`src/rtl/serial_sub_ctrl_if.sv`:
```
// Request/response bundle for the bit-serial subtractor controller.
// SERIAL_SUB_OVF_EN adds the signed-overflow flag.
interface serial_sub_ctrl_if #(parameter int WIDTH = 8);
   logic             start;
   logic [WIDTH-1:0] a;
   logic [WIDTH-1:0] b;
   logic             bin;
   logic             busy;
   logic             done;
   logic [WIDTH-1:0] diff;
   logic             bout;
`ifdef SERIAL_SUB_OVF_EN
   logic             ovf;

   modport master (output start, a, b, bin, input busy, done, diff, bout, ovf);
   modport slave  (input start, a, b, bin, output busy, done, diff, bout, ovf);
`else
   modport master (output start, a, b, bin, input busy, done, diff, bout);
   modport slave  (input start, a, b, bin, output busy, done, diff, bout);
`endif
endinterface

```
`src/rtl/serial_sub_ctrl.sv`:
```
// Bit-serial a - b - bin: one full-subtractor cell, LSB first, one bit per clock.
// Optional SERIAL_SUB_OVF_EN adds a signed-overflow output.
module serial_sub_ctrl #(
   parameter int WIDTH = 8
) (
   input  logic             clk,
   input  logic             rst_n,
   serial_sub_ctrl_if.slave bus
);
   localparam int CW = (WIDTH > 1) ? $clog2(WIDTH) : 1;

   typedef enum logic [1:0] {IDLE, SHIFT, DONE} state_t;

   state_t           state, state_nx;
   logic [WIDTH-1:0] a_sr, b_sr, res_sr, diff_q;
   logic [CW-1:0]    cnt;
   logic             br, bout_q;
   logic             d, br_nx, load, last;
`ifdef SERIAL_SUB_OVF_EN
   logic             a_msb, b_msb, ovf_q;
`endif

   // Single full-subtractor cell on the current LSBs
   always_comb begin
      d     = a_sr[0] ^ b_sr[0] ^ br;
      br_nx = (~a_sr[0] & b_sr[0]) | (br & ~(a_sr[0] ^ b_sr[0]));
   end

   assign last = (cnt == CW'(WIDTH - 1));

   always_ff @(posedge clk or negedge rst_n) begin
      if (!rst_n) state <= IDLE;
      else        state <= state_nx;
   end

   always_comb begin
      state_nx = state;
      load     = 1'b0;
      case (state)
         IDLE: if (bus.start) begin
            load     = 1'b1;
            state_nx = SHIFT;
         end
         SHIFT: if (last) state_nx = DONE;
         DONE:  state_nx = IDLE;
         default: state_nx = IDLE;
      endcase
   end

   always_ff @(posedge clk or negedge rst_n) begin
      if (!rst_n) begin
         a_sr   <= '0;
         b_sr   <= '0;
         res_sr <= '0;
         diff_q <= '0;
         cnt    <= '0;
         br     <= 1'b0;
         bout_q <= 1'b0;
`ifdef SERIAL_SUB_OVF_EN
         a_msb  <= 1'b0;
         b_msb  <= 1'b0;
         ovf_q  <= 1'b0;
`endif
      end else if (load) begin
         a_sr   <= bus.a;
         b_sr   <= bus.b;
         br     <= bus.bin;
         res_sr <= '0;
         cnt    <= '0;
`ifdef SERIAL_SUB_OVF_EN
         a_msb  <= bus.a[WIDTH-1];
         b_msb  <= bus.b[WIDTH-1];
`endif
      end else if (state == SHIFT) begin
         a_sr   <= a_sr >> 1;
         b_sr   <= b_sr >> 1;
         res_sr <= {d, res_sr[WIDTH-1:1]};
         br     <= br_nx;
         // Counter parks at WIDTH-1; only a new start reloads it
         if (!last) cnt <= cnt + CW'(1);
         if (last) begin
            diff_q <= {d, res_sr[WIDTH-1:1]};
            bout_q <= br_nx;
`ifdef SERIAL_SUB_OVF_EN
            ovf_q  <= (a_msb ^ b_msb) & (a_msb ^ d);
`endif
         end
      end
   end

   assign bus.busy = (state == SHIFT);
   assign bus.done = (state == DONE);
   assign bus.diff = diff_q;
   assign bus.bout = bout_q;
`ifdef SERIAL_SUB_OVF_EN
   assign bus.ovf  = ovf_q;
`endif
endmodule

```
`src/flat_wrapper.sv`:
```
// flat-port wrapper written by rule: the top's interface ports become plain ports
module serial_sub_ctrl_flat 
#(
   parameter int WIDTH = 8
)
  (clk, rst_n, bus_start, bus_a, bus_b, bus_bin, bus_busy, bus_done, bus_diff, bus_bout);
  serial_sub_ctrl_if #(.WIDTH(WIDTH)) bus_i ();
  input  logic clk;
  input  logic rst_n;
  input wire logic [$bits(bus_i.start)-1:0] bus_start;
  input wire logic [$bits(bus_i.a)-1:0] bus_a;
  input wire logic [$bits(bus_i.b)-1:0] bus_b;
  input wire logic [$bits(bus_i.bin)-1:0] bus_bin;
  output wire logic [$bits(bus_i.busy)-1:0] bus_busy;
  output wire logic [$bits(bus_i.done)-1:0] bus_done;
  output wire logic [$bits(bus_i.diff)-1:0] bus_diff;
  output wire logic [$bits(bus_i.bout)-1:0] bus_bout;
  assign bus_i.start = bus_start;
  assign bus_i.a = bus_a;
  assign bus_i.b = bus_b;
  assign bus_i.bin = bus_bin;
  assign bus_busy = bus_i.busy;
  assign bus_done = bus_i.done;
  assign bus_diff = bus_i.diff;
  assign bus_bout = bus_i.bout;
  serial_sub_ctrl #(.WIDTH(WIDTH)) u_core (.clk(clk), .rst_n(rst_n), .bus(bus_i));
endmodule
```
`config.mk`:
```
export PLATFORM = sky130hd
export DESIGN_NAME = serial_sub_ctrl_flat
export DESIGN_NICKNAME = d
export VERILOG_FILES = /design/src/rtl/serial_sub_ctrl_if.sv /design/src/rtl/serial_sub_ctrl.sv /design/src/flat_wrapper.sv
export SDC_FILE = /design/constraint.sdc
export NUM_CORES = 1
export LEC_CHECK = 0
export ABC_AREA = 1
export BUFFER_PORTS_ARGS = -buffer_cell sky130_fd_sc_hd__buf_2
export CAP_MARGIN = 20
export CORE_UTILIZATION = 49
export DETAILED_ROUTE_END_ITERATION = 16
export GPL_TIMING_DRIVEN = 0
export PLACE_DENSITY_LB_ADDON = 0.05
export SYNTH_ARGS = -nofsm -noshare
export SYNTH_HDL_FRONTEND = slang
export SYNTH_SLANG_ARGS = --single-unit
```
`constraint.sdc`:
```
create_clock -name clk -period 1.2 [get_ports clk]
set_input_delay 0.06 -clock clk [delete_from_list [all_inputs] [get_ports clk]]
set_output_delay 0.06 -clock clk [all_outputs]
set_load 0.1 [all_outputs]
```
==> reports/metrics.yaml <==
most-common-layout-cells: "nand2_1, nand3_1, dfrtp_1"
syn_nets: 213
peakVddDrop_mv: 1.73
yosysWarnings: 0
skew_ns: 0.0120
initial_core_util_pct: 53.4
die_h_um: 60.6
path_buf_inv: 4
slowest_stage: "dfrtp_1"
ys_seq_area_share_pct: 56.5
crit_fanout: 3
cp_cell_sequence: "inv_2 -> nand2_4 -> clkinv_4 -> buf_8 -> buf_12"
detail_route.wl_per_cell_um: 12.8
final_common_cell: "nand2_1"
clkTransAtPathRegs_ns: 0.11
setup_tns_ns: -0.350
nets: 285
drive_above_1_share_pct: 31.9
drtAntennaViolNets: 0
synth_cell_types: 17
rsz0062_at_grt: "yes"
place_inst: 263
hp-class: "input pin to register"
grt.total_usage_pct: 22.7
post-place-ws_ns: -0.216
clock_path_buffers: 2
grt_pass1_vias: 1430
hold-path-cell-count: 3
via_count: 1548
placed_cell_area_sq_um: 1900
n_antenna_cell: 0
hold_path_startpoint: "bus_start"
antenna_found_initial: 0
required_ns: 1.14
setup_violations: 11
finalMaxSlewViolations: 0
p_per_area_nw_per_um2: 2830
r2r.worst_path.cells: 7
coreArea_sq_um: 3150
reg2reg_from: "u_core.state[1]"
drtIter0Drc: 64
wl_met1_mm: 1.67
grt_start_max_net_pins: 39
r2r_slack_ns: -0.03
design_area_sq_um: 2490
netlist_area_sq_um: 1680
dr_wl_met3_um: 177
ctsRootBufferMaster: "clkbuf_4"
tightest_slew_ns: 0.845
grt_first_pass_wirelength_mm: 6.02
rows: 20
die_w_um: 60.6
drv_cap: 0
synth_seq_cells: 38
cts_tree: "done"
status: "finished, violations left"
drt_wl_total_mm: 3.94
routed.top_layer: "met4"
slew_headroom_pct: 43.7
drc: 0
ios: 31
final_core_util_pct: 79.1
dr_wl_met2_mm: 2.03
clock_sinks: 38
syn_inst: 190
hold_violations: 0
routabilityCongestion: 0.742
period_minus_slack_ns: 1.32
setup_slack_ns: -0.125
portBuffers: 29
arrival_ns: 1.26
fin_crit_sh_pct: 110
die_area_sq_um: 3680
instances_no_fill: 307
r2r_end: "u_core.a_sr[3]"
viasPerCell: 5.04
overflow: 0
cp-end-kind: "output port"
cts_buffers: 5
drt_first_pass_iters: 4
cts_max_level: 2
fmax_ghz: 0.755
min_to: "u_core.a_sr[2]"
path_delay_family: "buffers and inverters"
avgSynthCellArea_sq_um: 8.86
insertion_delay_ns: 0.35
hpwl_mm: 2.21
leakage_nw: 1.27
critPathKind: "register to output port"
violations: "setup timing"
slowest_delay_ns: 0.41
area_delta_synth_final_pct: 48.1
startpoint_type: "register"
==> worst max path at each step <==
stage	from	to	slack, ns	cells after the start
3_5_place_dp	u_core.state[0]	bus_busy	-0.22	4
4_1_cts	u_core.state[0]	bus_busy	-0.12	4
6_report	u_core.state[1]	bus_busy	-0.12	5
2_1_floorplan	u_core.cnt[0]	u_core.cnt[0]	0.001	6
5_1_grt	u_core.state[1]	bus_busy	-0.18	5
3_3_place_gp	u_core.state[1]	bus_busy	-0.20	5
==> sequential cells by signal, summed over array words and instances (netlist names) <==
| signal | flops |
|---|---|
| u_core.res_sr | 7 |
| u_core.state | 2 |
| u_core.bus.diff | 8 |
| u_core.b_sr | 8 |
| u_core.bus.bout | 1 |
| u_core.a_sr | 8 |
| u_core.cnt | 3 |
| u_core.br | 1 |
==> final cells by class <==
type,instances,area (sq um)
Sequential cell,38,952
Multi-Input combinational cell,137,743
Fill cell,232,658
Timing Repair Buffer,63,518
Buffer,9,80.1
Clock inverter,3,68.8
Tap cell,44,55.1
Inverter,8,40.0
Clock buffer,5,37.5
==> cell usage after synthesis <==
| master | count | share of area [%] |
|---|---|---|
| nand2_1 | 67 | 15 |
| nand3_1 | 58 | 17 |
| dfrtp_1 | 38 | 56 |
| buf_2 | 6 | 1.8 |
| inv_1 | 5 | 1.1 |
| buf_6 | 2 | 1.3 |
| ha_1 | 2 | 1.5 |
| nand2_2 | 2 | 0.74 |
| nor2_4 | 2 | 1.3 |
| clkbuf_1 | 1 | 0.22 |
| clkinv_1 | 1 | 0.22 |
| fa_1 | 1 | 1.2 |
| inv_2 | 1 | 0.22 |
| inv_4 | 1 | 0.37 |
| nand2_4 | 1 | 0.67 |
| nand3b_1 | 1 | 0.45 |
| nor2_1 | 1 | 0.22 |
==> repair_timing <==
item,in CTS,in global routing
setup endpoints to repair,33,35
cloned,0,2
hold buffers,18,0
pin swaps,2,11
resized for setup,26,22
buffers inserted,8,8
hold endpoints to repair,55,0
==> metrics by stage <==
stage | total power [W] | hold WS (ns)
after floorplan | 0.00454 | -0.236
after global placement | 0.00500 | 0.187
after detailed placement | 0.00510 | 0.197
after CTS | 0.00664 | 0.0389
after global routing | 0.00751 | 0.0629
final | 0.00706 | 0.0702
==> per-layer routing <==
metal	GRT usage, %	vias up
met5	0	-
met3	7.46	7
met1	26.4	729
li1	-	767
met2	39.1	45
met4	8.44	0
==> worst min-delay path, delay by kind of cell <==
family                 cells  cell delay (ns)
buffers and inverters      1             0.16
AND/OR/NAND/NOR            2             0.16
==> power breakdown <==
part           internal (W)  total, W  switching [W]
Sequential          0.00181   0.00215       0.000340
Clock              0.000651   0.00108       0.000433
Combinational       0.00131   0.00382        0.00251
==> cells by family (layout without fill, tap and decap cells) <==
group         after synthesis  in the layout  share of synthesized area, %
flops                      38             38                          56.5
buf+inv                    17             88                          5.27
simple gates              132            134                          35.6
fa+ha+maj                   3              3                          2.67
Note: power is estimated with default switching activity, not from simulation.
